===== config.mk =====
export PLATFORM = sky130hd
export DESIGN_NAME = sys_skewer
export DESIGN_NICKNAME = d
export VERILOG_FILES = /design/src/rtl/sys_pkg.sv /design/src/rtl/sys_delay_line.sv /design/src/rtl/sys_skewer.sv
export SDC_FILE = /design/constraint.sdc
export NUM_CORES = 1
export LEC_CHECK = 0
export BUFFER_PORTS_ARGS = -buffer_cell sky130_fd_sc_hd__buf_4
export CORE_ASPECT_RATIO = 0.9
export CORE_MARGIN = 2
export CORE_UTILIZATION = 37
export CTS_BUF_LIST = sky130_fd_sc_hd__clkbuf_4
export CTS_CLUSTER_SIZE = 8
export DETAILED_ROUTE_END_ITERATION = 6
export GPL_TIMING_DRIVEN = 0
export HOLD_SLACK_MARGIN = 0.1
export MAX_ROUTING_LAYER = met4
export SLEW_MARGIN = 20
export SYNTH_ARGS = -nofsm -noshare
export SYNTH_HDL_FRONTEND = slang
export SYNTH_SLANG_ARGS = --single-unit

===== constraint.sdc =====
create_clock -name clk -period 3.9 [get_ports clk]
set_input_delay 0.39 -clock clk [delete_from_list [all_inputs] [get_ports clk]]
set_output_delay 0.39 -clock clk [all_outputs]
set_load 0.005 [all_outputs]

===== src/rtl/sys_pkg.sv =====
`default_nettype none
// +-----------------------------------------------------------------------------+
// | sys_pkg : shared gather-FSM encoding and width helpers for sys_skewer       |
// | Rev 1.0                                                                     |
// +-----------------------------------------------------------------------------+
package sys_pkg;

    typedef logic [0:0] gstate_t;

    localparam gstate_t G_IDLE = 1'b0;
    localparam gstate_t G_FILL = 1'b1;

    function automatic int calc_chunk_w(input int num_inputs, input int depth_in);
        return num_inputs / depth_in;
    endfunction

    // One spare bit so the counter can hold DepthIn-1 for any DepthIn, including 1.
    function automatic int calc_cnt_w(input int depth_in);
        return $clog2(depth_in) + 1;
    endfunction

endpackage
`default_nettype wire


===== src/rtl/sys_delay_line.sv =====
`default_nettype none
// +-----------------------------------------------------------------------------+
// | sys_delay_line : Depth-stage data+valid shift register, async active-low clr|
// | Rev 1.0                                                                     |
// +-----------------------------------------------------------------------------+
module sys_delay_line #(
    parameter int BitSize = 8,
    parameter int Depth   = 1
) (
    input  logic               clk,
    input  logic               res_n,
    input  logic               in_valid,
    input  logic [BitSize-1:0] in_data,
    output logic               out_valid,
    output logic [BitSize-1:0] out_data,
    output logic               out_valid_nxt
);

    logic [Depth-1:0]              valid_q, valid_d;
    logic [Depth-1:0][BitSize-1:0] data_q, data_d;

    always_comb begin
        valid_d    = valid_q;
        data_d     = data_q;
        valid_d[0] = in_valid;
        data_d[0]  = in_data;
        for (int i = 1; i < Depth; i++) begin
            valid_d[i] = valid_q[i-1];
            data_d[i]  = data_q[i-1];
        end
    end

    always_ff @(posedge clk or negedge res_n) begin
        if (!res_n) begin
            valid_q <= '0;
            data_q  <= '0;
        end else begin
            valid_q <= valid_d;
            data_q  <= data_d;
        end
    end

    assign out_valid     = valid_q[Depth-1];
    assign out_data      = data_q[Depth-1];
    // Lets the parent see next cycle's lane activity for the drain pulse.
    assign out_valid_nxt = valid_d[Depth-1];

endmodule
`default_nettype wire


===== src/rtl/sys_skewer.sv =====
`default_nettype none
// +-----------------------------------------------------------------------------+
// | sys_skewer : gathers DepthIn stacked chunks into a row, re-emits it skewed  |
// | Rev 1.0                                                                     |
// +-----------------------------------------------------------------------------+
module sys_skewer
    import sys_pkg::*;
#(
    parameter int BitSize     = 8,
    parameter int NumOfInputs = 4,
    parameter int DepthIn     = 2,
    localparam int ChunkW     = calc_chunk_w(NumOfInputs, DepthIn)
) (
    input  logic                                  clk,
    input  logic                                  res_n,
    input  logic                                  in_valid,
    input  logic                                  in_start,
    input  logic [ChunkW-1:0][BitSize-1:0]        in_data,
    output logic                                  out_valid,
    output logic                                  out_start,
    output logic                                  out_done,
    output logic [NumOfInputs-1:0][BitSize-1:0]   out_data
);

    localparam int CntW = calc_cnt_w(DepthIn);

    if (NumOfInputs % DepthIn != 0) begin : g_bad_depth
        $error("sys_skewer: NumOfInputs must be a multiple of DepthIn");
    end

    gstate_t                               state_q, state_d;
    logic [CntW-1:0]                       cnt_q, cnt_d;
    logic [NumOfInputs-1:0][BitSize-1:0]   gather_q, gather_d;
    logic [NumOfInputs-1:0][BitSize-1:0]   issue_data_q, issue_data_d;
    logic                                  issue_valid_q, issue_valid_d;
    logic                                  done_q, done_d;
    logic                                  wr_en;
    logic [CntW-1:0]                       wr_idx;

    logic [NumOfInputs-1:0]                lane_valid, lane_valid_nxt;
    logic [NumOfInputs-1:0][BitSize-1:0]   lane_data;

    always_comb begin
        state_d       = state_q;
        cnt_d         = cnt_q;
        gather_d      = gather_q;
        issue_data_d  = issue_data_q;
        issue_valid_d = 1'b0;
        wr_en         = 1'b0;
        wr_idx        = '0;

        // A start always resyncs to chunk 0; a non-start chunk only counts mid-row.
        if (in_valid) begin
            if (in_start) begin
                wr_en  = 1'b1;
                wr_idx = '0;
                if (DepthIn == 1) begin
                    issue_valid_d = 1'b1;
                    state_d       = G_IDLE;
                    cnt_d         = '0;
                end else begin
                    state_d = G_FILL;
                    cnt_d   = CntW'(1);
                end
            end else if (state_q == G_FILL) begin
                wr_en  = 1'b1;
                wr_idx = cnt_q;
                if (cnt_q == CntW'(DepthIn - 1)) begin
                    issue_valid_d = 1'b1;
                    state_d       = G_IDLE;
                    cnt_d         = '0;
                end else begin
                    cnt_d = cnt_q + CntW'(1);
                end
            end
        end

        if (wr_en) begin
            for (int c = 0; c < DepthIn; c++) begin
                if (wr_idx == CntW'(c)) begin
                    for (int j = 0; j < ChunkW; j++) begin
                        gather_d[c*ChunkW + j] = in_data[j];
                    end
                end
            end
        end

        // The completing chunk is forwarded straight into the issue register.
        if (issue_valid_d) begin
            issue_data_d = gather_d;
        end
    end

    always_ff @(posedge clk or negedge res_n) begin
        if (!res_n) begin
            state_q       <= G_IDLE;
            cnt_q         <= '0;
            gather_q      <= '0;
            issue_data_q  <= '0;
            issue_valid_q <= 1'b0;
            done_q        <= 1'b0;
        end else begin
            state_q       <= state_d;
            cnt_q         <= cnt_d;
            gather_q      <= gather_d;
            issue_data_q  <= issue_data_d;
            issue_valid_q <= issue_valid_d;
            done_q        <= done_d;
        end
    end

    assign lane_valid[0]     = issue_valid_q;
    assign lane_valid_nxt[0] = issue_valid_d;
    assign lane_data[0]      = issue_data_q[0];

    for (genvar k = 1; k < NumOfInputs; k++) begin : g_lane
        sys_delay_line #(
            .BitSize (BitSize),
            .Depth   (k)
        ) u_delay (
            .clk           (clk),
            .res_n         (res_n),
            .in_valid      (issue_valid_q),
            .in_data       (issue_data_q[k]),
            .out_valid     (lane_valid[k]),
            .out_data      (lane_data[k]),
            .out_valid_nxt (lane_valid_nxt[k])
        );
    end

    // Idle lanes must read as zero: downstream accumulates across lanes.
    always_comb begin
        for (int k = 0; k < NumOfInputs; k++) begin
            out_data[k] = lane_valid[k] ? lane_data[k] : '0;
        end
    end

    assign out_valid = |lane_valid;
    assign out_start = issue_valid_q;
    assign done_d    = out_valid & ~(|lane_valid_nxt);
    assign out_done  = done_q;

endmodule
`default_nettype wire

# ---- After elaboration in Yosys (flattened, before gate mapping)
# Cells that the tools add are included.
dict set report totals {
  register_bits 123
  in_bits 20
}
dict set report op_classes {
  addsub 1
  eq_ne 2
  n_mux 23
  bitwise_logic 2
  reduce_logical 5
}
# op count
set op_table {}
lappend op_table {{2-to-1 mux 16 bit} 2}
lappend op_table {{2-to-1 mux 32 bit} 1}
lappend op_table {{2-to-1 mux 8 bit} 4}
lappend op_table {{2-to-1 mux 2 bit} 6}
lappend op_table {{2-to-1 mux 1 bit} 10}
lappend op_table {{OR reduction 4 bit} 2}
lappend op_table {{== test 2 x 1 -> 1 bit (second input constant)} 2}
lappend op_table {{adder 2 x 1 -> 2 bit (second input constant)} 1}
lappend op_table {{logical NOT 2 bit} 1}
lappend op_table {{AND reduction 2 bit} 1}
lappend op_table {{nonzero test 2 bit} 1}
lappend op_table {{AND 1 bit} 1}
lappend op_table {{inverter 1 bit} 1}

# ---- Longest topological paths before layout
dict set report logic_depth {
  ltp_word 8
  mapped_depth 4
  mapped_depth_nobuf 3
}

# ---- Modules after synthesis
# Synthesis repeated with hierarchy kept, for this count alone.
dict set report unflattened {
  hier_cells 210
  hier_area_um2 3638.5
}
# mod n_inst cells_per_inst area_per_inst_um2
set modules_own_cells {}
lappend modules_own_cells {sys_skewer 1 155 2279.7}
lappend modules_own_cells {{sys_delay_line at g_lane[3].u_delay} 1 27 675.6}
lappend modules_own_cells {{sys_delay_line at g_lane[2].u_delay} 1 18 450.4}
lappend modules_own_cells {{sys_delay_line at g_lane[1].u_delay} 1 10 232.7}

# ---- Least setup slack after synthesis
# No wires, ideal clock.
dict set report synth_path {
  path_type {register to register}
  from {reg state_q}
  to {reg gather_q[10] in the netlist's numbering}
  arrival_ns 1.391
  t_required_ns 3.775
  slack_ns 2.385
  stages_incl_launch_ff 5
  synth_period_minus_slack_ns 1.515
  path_cell_list {dfrtp_1 -> nor3b_1 -> o21ai_2 -> buf_2 -> mux2_2}
}
# element line_no
set synth_lines {}
lappend synth_lines {{start: declaration} sys_skewer.sv:31} ;# gstate_t state_q, state_d;
lappend synth_lines {{start signal: assignment} sys_skewer.sv:103} ;# state_q <= state_d;
lappend synth_lines {{end signal: assignment} sys_skewer.sv:105} ;# gather_q <= gather_d;
lappend synth_lines {{end: declaration} sys_skewer.sv:33} ;# logic [NumOfInputs-1:0][BitSize-1:0] gather_q, gather_d;

==> summary.md <==
| Metric | Value |
|---|---|
| Status | `finished, final reports clean` |
| Combinational share of power | `between 10% and 20%` |
| Peak VDD IR | `164 uV` |
| Via count | `1766` |
| Clock buffer depth | `2` |
| Worst path top cell family by delay | `flip-flops` |
| Seq/Total Area, Yosys | `71.6%` |
| Worst Skew | `25.0 ps` |
| Top_reg_cell synth | `dfrtp_1` |
| Final hold viol count | `0` |
| Period utilization | `47.8%` |
| Clock power share | `20.4%` |
| Port buffer count | `54` |
| DRC | `0` |
| Die width | `~110 um` |
| Max-cap viol count | `0` |
| Top cell type's share of synthesized area | `71.6%` |
| Placed cell area | `4200 um^2` |
| Fraction of layout cells with a size suffix above 1 | `a little under half` |
| Drt pass-1 iters | `4` |
| Hold slack final | `between 150 and 200 ps` |
| Synth area leader | `dfrtp_1` |
| Crit path kind | `flip-flop to primary output` |
| Minimum clock period | `approximately 1900 ps` |
| Initial Util | `37.8%` |
| Slew @ Worst Pin | `927 ps` |
| Worst-Skew Late Latency | `440 ps` |
| Crit-path max FO | `10` |
| Ranking of synthesized cells by area | `dfrtp_1 72%, mux2_4 13%, and2_1 5.5%` |
| Rel. slew slack | `38.2%` |
| Number of flops mapped to enable cells by yosys | `0` |
| Yosys warnings | `0` |
| Fin. max-slew vios | `0` |
| Initial antenna violation count | `0` |
| Die area | `between 10000 and 15000 um^2` |
| Max Freq | `0.536 GHz` |
| Min-Delay Path Class | `input port to flip-flop` |
| First-pass GRT wire length | `9330 um` |
| Top cells by count, synth | `104 x dfrtp_1, 32 x and2_1, 32 x mux2_4` |
| Leakage Power | `2.06 nW` |
| Avg WL per Cell | `14.6 um` |
| Vias per cell | `4.39` |
| Syn_area_per_cell | `17.7 um^2` |
| Antenna Nets Post-Route | `0` |
| Global Route Usage Sum | `around an eighth` |
| CP max stage delay | `around 530 ps` |
| Clock transition at path regs | `150 ps` |
| Final Core Density | `45.3%` |
| CTS root buffer | `clkbuf_4` |
| Arr. time, crit path | `roughly 1500 ps` |
| PD cells | `611 nW/um^2` |
| Pin count of the biggest net entering global routing | `105` |
| CTS Buf Count | `9` |
| Internal power | `2.03 mW` |
| GRT Residual Overflow | `0` |
| Vias in the first global route | `1771` |
| Post-Syn Area | `3640 um^2` |
| Critical path launch point type | `flip-flop` |
| TritonCTS clock tree | `yes` |
| Die Ht | `98.1 um` |
| DRT iter0 DRCs | `56` |
| CP Cell Sequence | `nor3_1 > nand2b_1 > buf_4` |
| Count leader, synth | `dfrtp_1` |
| Sw power | `0.625 mW` |
| Final Setup Violations | `0` |
| Post-synthesis net count | `225` |
| Sw Ratio | `23.5%` |
| Rows | `34` |
| Synth Instances | `205` |
| Layout Nets | `291` |
| Synth async-reset ratio | `100%` |
| WP buf/inv | `1` |
| Required @ worst endpoint | `3510 ps` |
| Design Power | `2.66 mW` |
| Core area | `9610 um^2` |
| Drt total wl | `between 5000 and 6000 um` |
| FF+latch count, synth | `104` |
| Routability cong. | `0.697` |
| Inserted Diodes | `0` |
| Final Cell Area | `4350 um^2` |
| Setup TNS | `0 ps` |
| Crit path capture type | `primary output` |
| Slowest cell on the critical path | `dfrtp_1` |
| Synthesis-to-finish area growth | `19.7%` |
| Sequential power share | `roughly 63%` |
| Yosys cell types | `18` |
| Total I/O pin count | `55` |
| RSZ-0062 raised after global routing | `no` |
| H-tree levels | `3` |
| DPL Wire Length | `around 3700 um` |
| Clk sink count | `104` |
-- what timing repair did --
action,in CTS,in global routing
setup buffers,0,0
hold buffers,1,0
endpoints found under the hold margin,94,0
gates resized for setup,0,0
-- cells by family after synthesis --
logic type	after synthesis	synth area share (%)
mux	49	18.5
buf+inv	6	1.69
flops	104	71.6
simple gates	41	7.26
compound gates	5	1.03
-- sequential cells by signal, indices dropped and copies added (netlist names) --
signal	count
cnt_q	2
g_lane.u_delay.data_d	24
g_lane.u_delay.out_data	24
g_lane.u_delay.valid_q	3
gather_q	16
issue_data_q	32
out_done	1
out_start	1
state_q	1
-- path summary, 6_finish.rpt --
path	start	end	slack, ps	cells past startpoint
max	g_lane[3].u_delay.valid_q[1]	out_valid	2040	3
max reg2reg	state_q	gather_q[13]	2040	4
min reg2reg	g_lane[3].u_delay.data_d[17]	g_lane[3].u_delay.out_data[1]	360	0
min in group asynchronous	res_n	gather_q[5]	570	2
min	in_valid	cnt_q[1]	170	2
max in group asynchronous	res_n	g_lane[3].u_delay.data_d[14]	2660	2
-- power groups by stage --
stage / registers [mW] / logic (mW) / clock network (mW)
after floorplan: 1.63 / 0.339 / 0
after global placement: 1.68 / 0.443 / 0
after detailed placement: 1.70 / 0.459 / 0
after CTS: 1.67 / 0.460 / 0.564
after global routing: 1.72 / 0.487 / 0.607
final: 1.66 / 0.450 / 0.543
-- cells in the final DEF, fill, tap and decap left out, types with 2 or more instances in the layout --
| cell | n |
|---|---|
| dfrtp_1 | 104 |
| buf_4 | 53 |
| and2_1 | 32 |
| mux2_4 | 32 |
| mux2_2 | 17 |
| clkbuf_4 | 11 |
| buf_6 | 6 |
| nand2_1 | 3 |
| clkinvlp_4 | 2 |
-- final cells by class --
| class | instances | area, um^2 |
|---|---|---|
| multi-input cells | 95 | 973 |
| plain buffers | 6 | 61.3 |
| clock buffers | 11 | 82.6 |
| fillers | 878 | 5260 |
| flip-flops and latches | 104 | 2600 |
| repair buffers | 55 | 419 |
| well taps | 126 | 158 |
| clock inverters | 5 | 57.6 |
-- per-layer routing --
| metal | GRT usage [%] | share of wire (%) |
|---|---|---|
| met1 | 17.0 | 48 |
| met2 | 16.9 | 47 |
| met3 | 2.47 | 3.7 |
| met4 | 6.21 | 2.0 |
| met5 | - | 0 |
-- metrics by stage --
stage	setup WS (ps)	cells
after floorplan	2380	205
after global placement	2120	385
after detailed placement	2040	385
after CTS	1970	402
after global routing	1870	402
final	2040	402
(Power assumes the default switching activity.)
